### config.mk
export PLATFORM = sky130hd
export DESIGN_NAME = mux_lut_pipe
export DESIGN_NICKNAME = d
export VERILOG_FILES = /design/src/rtl/mux_lut_pipe.sv
export SDC_FILE = /design/constraint.sdc
export NUM_CORES = 1
export LEC_CHECK = 0
export ABC_AREA = 1
export CAP_MARGIN = 30
export CORE_ASPECT_RATIO = 0.6
export CORE_UTILIZATION = 52
export DETAILED_ROUTE_END_ITERATION = 10
export GPL_TIMING_DRIVEN = 0
export PLACE_DENSITY = 0.86
export SLEW_MARGIN = 25
export SYNTH_ARGS = -nofsm -noshare
export SYNTH_HDL_FRONTEND = slang
export SYNTH_SLANG_ARGS = --single-unit
### constraint.sdc
create_clock -name clk -period 1.55 [get_ports clk]
set_input_delay 0.2325 -clock clk [delete_from_list [all_inputs] [get_ports clk]]
set_output_delay 0.2325 -clock clk [all_outputs]
set_load 0.005 [all_outputs]
### src/rtl/mux_lut_pipe.sv
// ---------------------------------------------------------------------------
// mux_lut_pipe
//
// Pipelined bitwise logic unit. Each result bit is a 4:1 truth-table lookup
// built as a two-level tree of 2:1 multiplexers, so any two-input boolean
// function (NAND, NOR, XOR, AND, OR, ...) can be applied per bit. Truth
// tables live in a run-time programmable bank. Operand pairs flow through
// a two-stage valid/ready pipeline with back-pressure, and completed
// transactions are counted.
//
// Parameters
//   WIDTH     operand / result width in bits
//   NBANK     number of truth-table banks (power of two, at least 4)
//   CNTW      width of the completion counter
//
// Ports
//   clk        rising-edge clock
//   rst        asynchronous, active-high reset
//   cfg_we     truth-table write strobe, never blocked
//   cfg_addr   bank to write
//   cfg_tt     truth table, bit index = {a,b} with a as MSB
//   in_valid   operand pair offered
//   in_ready   pair is accepted this cycle
//   in_a/in_b  operands
//   in_bank    bank applied to this pair
//   out_valid  result held
//   out_ready  consumer accepts the result
//   out_y      result
//   done_cnt   completed-transaction count (wraps)
// ---------------------------------------------------------------------------
module mux_lut_pipe #(
    parameter int WIDTH = 8,
    parameter int NBANK = 4,
    parameter int CNTW  = 16
) (
    input  logic                     clk,
    input  logic                     rst,
    input  logic                     cfg_we,
    input  logic [$clog2(NBANK)-1:0] cfg_addr,
    input  logic [3:0]               cfg_tt,
    input  logic                     in_valid,
    output logic                     in_ready,
    input  logic [WIDTH-1:0]         in_a,
    input  logic [WIDTH-1:0]         in_b,
    input  logic [$clog2(NBANK)-1:0] in_bank,
    output logic                     out_valid,
    input  logic                     out_ready,
    output logic [WIDTH-1:0]         out_y,
    output logic [CNTW-1:0]          done_cnt
);

    // Power-on contents of the truth-table bank.
    function automatic logic [3:0] defaultTable(input int idx);
        case (idx)
            0:       return 4'b0111;
            1:       return 4'b0001;
            2:       return 4'b0110;
            3:       return 4'b1000;
            default: return 4'b0000;
        endcase
    endfunction

    logic [3:0]       r_bank [NBANK];

    logic             r_s1Valid;
    logic [WIDTH-1:0] r_s1A;
    logic [WIDTH-1:0] r_s1B;
    logic [3:0]       r_s1Tt;

    logic             r_s2Valid;
    logic [WIDTH-1:0] r_s2Y;

    logic [CNTW-1:0]  r_doneCnt;

    logic             w_s2Free;
    logic             w_accept;
    logic             w_drain;
    logic [WIDTH-1:0] w_y;

    // S2 can take new data when it is empty or being emptied this cycle,
    // which makes in_ready depend combinationally on out_ready.
    assign w_s2Free = !r_s2Valid || out_ready;
    assign in_ready = !rst && (!r_s1Valid || w_s2Free);
    assign w_accept = in_valid && in_ready;
    assign w_drain  = r_s2Valid && out_ready;

    // Truth-table bank. Writes are independent of the data handshakes; a
    // pair accepted on the same edge reads the old table because the S1
    // snapshot samples the bank before the non-blocking update lands.
    always_ff @(posedge clk or posedge rst) begin
        if (rst) begin
            for (int k = 0; k < NBANK; k++) begin
                r_bank[k] <= defaultTable(k);
            end
        end else if (cfg_we) begin
            r_bank[cfg_addr] <= cfg_tt;
        end
    end

    // Stage 1 captures the operands together with a private copy of the
    // selected table so later reprogramming cannot disturb this pair.
    always_ff @(posedge clk or posedge rst) begin
        if (rst) begin
            r_s1Valid <= 1'b0;
            r_s1A     <= '0;
            r_s1B     <= '0;
            r_s1Tt    <= 4'b0000;
        end else if (w_accept) begin
            r_s1Valid <= 1'b1;
            r_s1A     <= in_a;
            r_s1B     <= in_b;
            r_s1Tt    <= r_bank[in_bank];
        end else if (w_s2Free) begin
            r_s1Valid <= 1'b0;
        end
    end

    // Per-bit lookup: b selects within each table half, a selects the half.
    for (genvar i = 0; i < WIDTH; i++) begin : g_bit
        logic w_lo;
        logic w_hi;
        assign w_lo   = r_s1B[i] ? r_s1Tt[1] : r_s1Tt[0];
        assign w_hi   = r_s1B[i] ? r_s1Tt[3] : r_s1Tt[2];
        assign w_y[i] = r_s1A[i] ? w_hi : w_lo;
    end

    // Stage 2 holds the result steady until the consumer takes it.
    always_ff @(posedge clk or posedge rst) begin
        if (rst) begin
            r_s2Valid <= 1'b0;
            r_s2Y     <= '0;
        end else if (w_s2Free) begin
            r_s2Valid <= r_s1Valid;
            r_s2Y     <= w_y;
        end
    end

    // Completion counter, wraps naturally at its width.
    always_ff @(posedge clk or posedge rst) begin
        if (rst) begin
            r_doneCnt <= '0;
        end else if (w_drain) begin
            r_doneCnt <= r_doneCnt + 1'b1;
        end
    end

    assign out_valid = r_s2Valid;
    assign out_y     = r_s2Y;
    assign done_cnt  = r_doneCnt;

endmodule
==> flow_summary.toml <==
[outcome]
status = "finished with violations"
violations = "DRC"

[timing]
postLayoutSetupSlackWorst_ns = 0.01230
final.period_utilization_pct = 99.21
period_minus_slack_ns = 1.538
slew_violations = 0
setup_viol = 0
max_slew.worst_pin.slew_ns = 0.4722
hold_violations = 0
fin_worst_skew_ns = 0.009539
max_slew_margin_pct = 68.52
max_freq_mhz = 650.3

[final_layout]
nNetsFinal = 468
n_antenna_cell = 0
seq_area_sq_um = 1565
area_growth_syn_to_layout_pct = 33.35
multi_input_area_sq_um = 1205
nFillCells = 384
final_util_pct = 74.14
drive_gt1_share_pct = 15.84
fin_cells = 508
fin_area_sq_um = 3877

[critical_path]
worstPathCellList = "clkdlybuf4s50_1"
cp_top_family = "buffers and inverters"
cp_max_fo = 4
path_class = "register to output pin"
max_stage_delay_ns = 0.56
critPathLaunchType = "register"
worst_setup_path_end_kind = "output pin"
cp_slowest_cell = "clkdlybuf4s50_1"
crit_arrival_ns = 1.31
cp_data_required_time_ns = 1.32
crit_buf_inv = 1

[global_route]
grt_start_max_net_pins = 32
grt_util_all_layers_pct = 27.01
overflow = 0
grt_first_pass_wirelength_microns = 11590
grt_pass1_vias = 2386
antenna_found_initial = 0

[synthesis]
ys_ff_latch = 62
ys_types = 29
synth.avg_cell_area_sq_um = 8.191
synthCells = 355
ys_seq_area_share_pct = 53.66
yosys_warnings = 0
synth_area_sq_um = 2908
syn_nets = 385

[floorplan]
core_area_sq_um = 5230
die_y_microns = 59.93
dieWidth_microns = 98.54
initial_utilization_pct = 55.60
ios = 55
die-area_sq_um = 5905
rows = 20

[cts]
cts_tree = "yes"
cts.clk_slew.worst_paths_ns = 0.07
cts_root_buf = "clkbuf_8"
clock-sinks = 62
clk_latency_ns = 0.33
numCtsBuffers = 9
clockBufferDepth = 2
cts_max_level = 3

[place]
dp.cells = 474
port_buffers = 53
hpwl_microns = 4978
pre_cts_ws_ns = -0.7109
place_area_sq_um = 3523
routabilityCongestion = 0.8354

[power]
power_leakage_nw = 1.912
peakVddDrop_v = 0.0006719
p_per_area_nw_per_um2 = 1208

[detailed_routing]
via_per_inst = 5.368
wirelength_microns = 7620
routed-via-count = 2727
drc = 4
ant_nets = 0
drt_iter0_drc = 242
wl_per_cell_microns = 15.00
drtPass1Iterations = 8

[worst_hold_path]
min_path_type = "primary input to asynchronous set/reset pin"

[job]
drv_cap = 0
sequential cells by signal, indices dropped and copies added, names as in the netlist:
signal     count
r_s1Valid      1
out_y          8
out_valid      1
done_cnt      16
r_bank        16
r_s1A          8
r_s1B          8
r_s1Tt         4
layer usage:
layer	GRT usage (%)	wire, microns
met1	39.71	3438
met2	38.93	3404
met3	7.018	704
met4	9.808	72
met5	0	0
area by class of cell:
class,instances,area share [%]
plain buffers,6,1.033
clock buffers,14,3.937
clock inverters,1,0.7744
inverters,26,3.324
multi-input cells,261,31.07
flip-flops and latches,62,40.37
well taps,66,2.130
repair buffers,70,16.91
repair inverters,2,0.4518
placed cells by master (no fill, tap or decap), drive strengths merged, types with 7 or more instances in the layout:
| cell type | netlist | final |
|---|---|---|
| a21oi | 8 | 8 |
| buf | 5 | 22 |
| clkbuf | 1 | 16 |
| clkdlybuf4s50 | 0 | 49 |
| dfrtp | 55 | 55 |
| dfstp | 7 | 7 |
| inv | 26 | 27 |
| nand2 | 155 | 155 |
| nand3 | 8 | 8 |
| nor2 | 28 | 28 |
| o211ai | 8 | 8 |
| o21ai | 36 | 36 |
cells by family (layout without fill, tap and decap cells):
logic type | Yosys count | in the layout | share of synthesized area [%]
and+or+nand+nor | 197 | 197 | 28.23
AOI/OAI and AO/OA | 54 | 54 | 10.07
DFF | 62 | 62 | 53.66
xor gates and xnor gates | 9 | 9 | 2.711
adders and majority gates | 1 | 1 | 0.4302
buffers and inverters | 32 | 119 | 4.905
cells in the mapped netlist:
library cell / number / area (sq um)
a21oi_1: 8 / 40.04
buf_2: 2 / 10.01
buf_4: 2 / 15.01
buf_6: 1 / 11.26
clkbuf_1: 1 / 3.750
dfrtp_1: 55 / 1376
dfstp_2: 7 / 183.9
ha_1: 1 / 12.51
inv_1: 16 / 60.06
inv_2: 9 / 33.78
inv_6: 1 / 8.760
nand2_1: 150 / 563.0
nand2_2: 4 / 25.02
nand2_4: 1 / 11.26
nand3_1: 8 / 40.04
nand3b_1: 3 / 22.52
nand4_1: 1 / 6.260
nor2_1: 21 / 78.83
nor2_2: 5 / 31.28
nor2_4: 1 / 11.26
nor2_8: 1 / 20.02
nor3_1: 1 / 5.000
o211ai_1: 8 / 60.06
o21ai_0: 32 / 160.2
o21ai_1: 4 / 20.02
o22ai_1: 2 / 12.51
or2_1: 1 / 6.260
xnor2_1: 3 / 26.28
xor2_1: 6 / 52.55
timing repair:
| action | in CTS | in global routing |
|---|---|---|
| setup buffers | 4 | 13 |
| endpoints found under the hold margin | 0 | 0 |
| setup endpoints to repair | 25 | 11 |
| pin swaps | 1 | 2 |
| gates cloned | 2 | 0 |
| hold buffers | 0 | 0 |
| resized for setup | 12 | 5 |
path summary, 6_finish.rpt:
path	from	end	slack [ns]	depth (start not counted)
setup / recovery	done_cnt[6]$_DFFE_PP0P_	done_cnt[6]	0.01	1
hold / removal	rst	out_y[1]$_DFFE_PP0P_	0.04	2
setup reg to reg	done_cnt[8]$_DFFE_PP0P_	done_cnt[15]$_DFFE_PP0P_	0.12	8
hold reg to reg	r_bank[11]$_DFFE_PP0P_	r_bank[11]$_DFFE_PP0P_	0.48	2
max in group asynchronous	rst	r_bank[5]$_DFFE_PP1P_	1.20	2
min in group clk	in_bank[0]	r_s1Tt[2]$_DFFE_PP0P_	0.38	5
where the power goes:
part           leakage (nW)  switching, mW  internal (mW)
Combinational          1.06          0.551          0.595
Clock                0.0908          0.577          0.782
Sequential            0.762          0.248           1.93
Total                  1.91           1.38           3.31
metrics by stage:
step / setup TNS (ns) / hold slack (ns) / total power, mW
floorplan: 0 / 0.2084 / 2.684
global placement: -10.55 / 0.4625 / 3.169
detailed placement: -11.33 / 0.4690 / 3.235
CTS: 0 / 0.02714 / 4.627
global route: -0.06837 / 0.02572 / 4.928
finish: 0 / 0.03736 / 4.684
(Power assumes the default switching activity.)
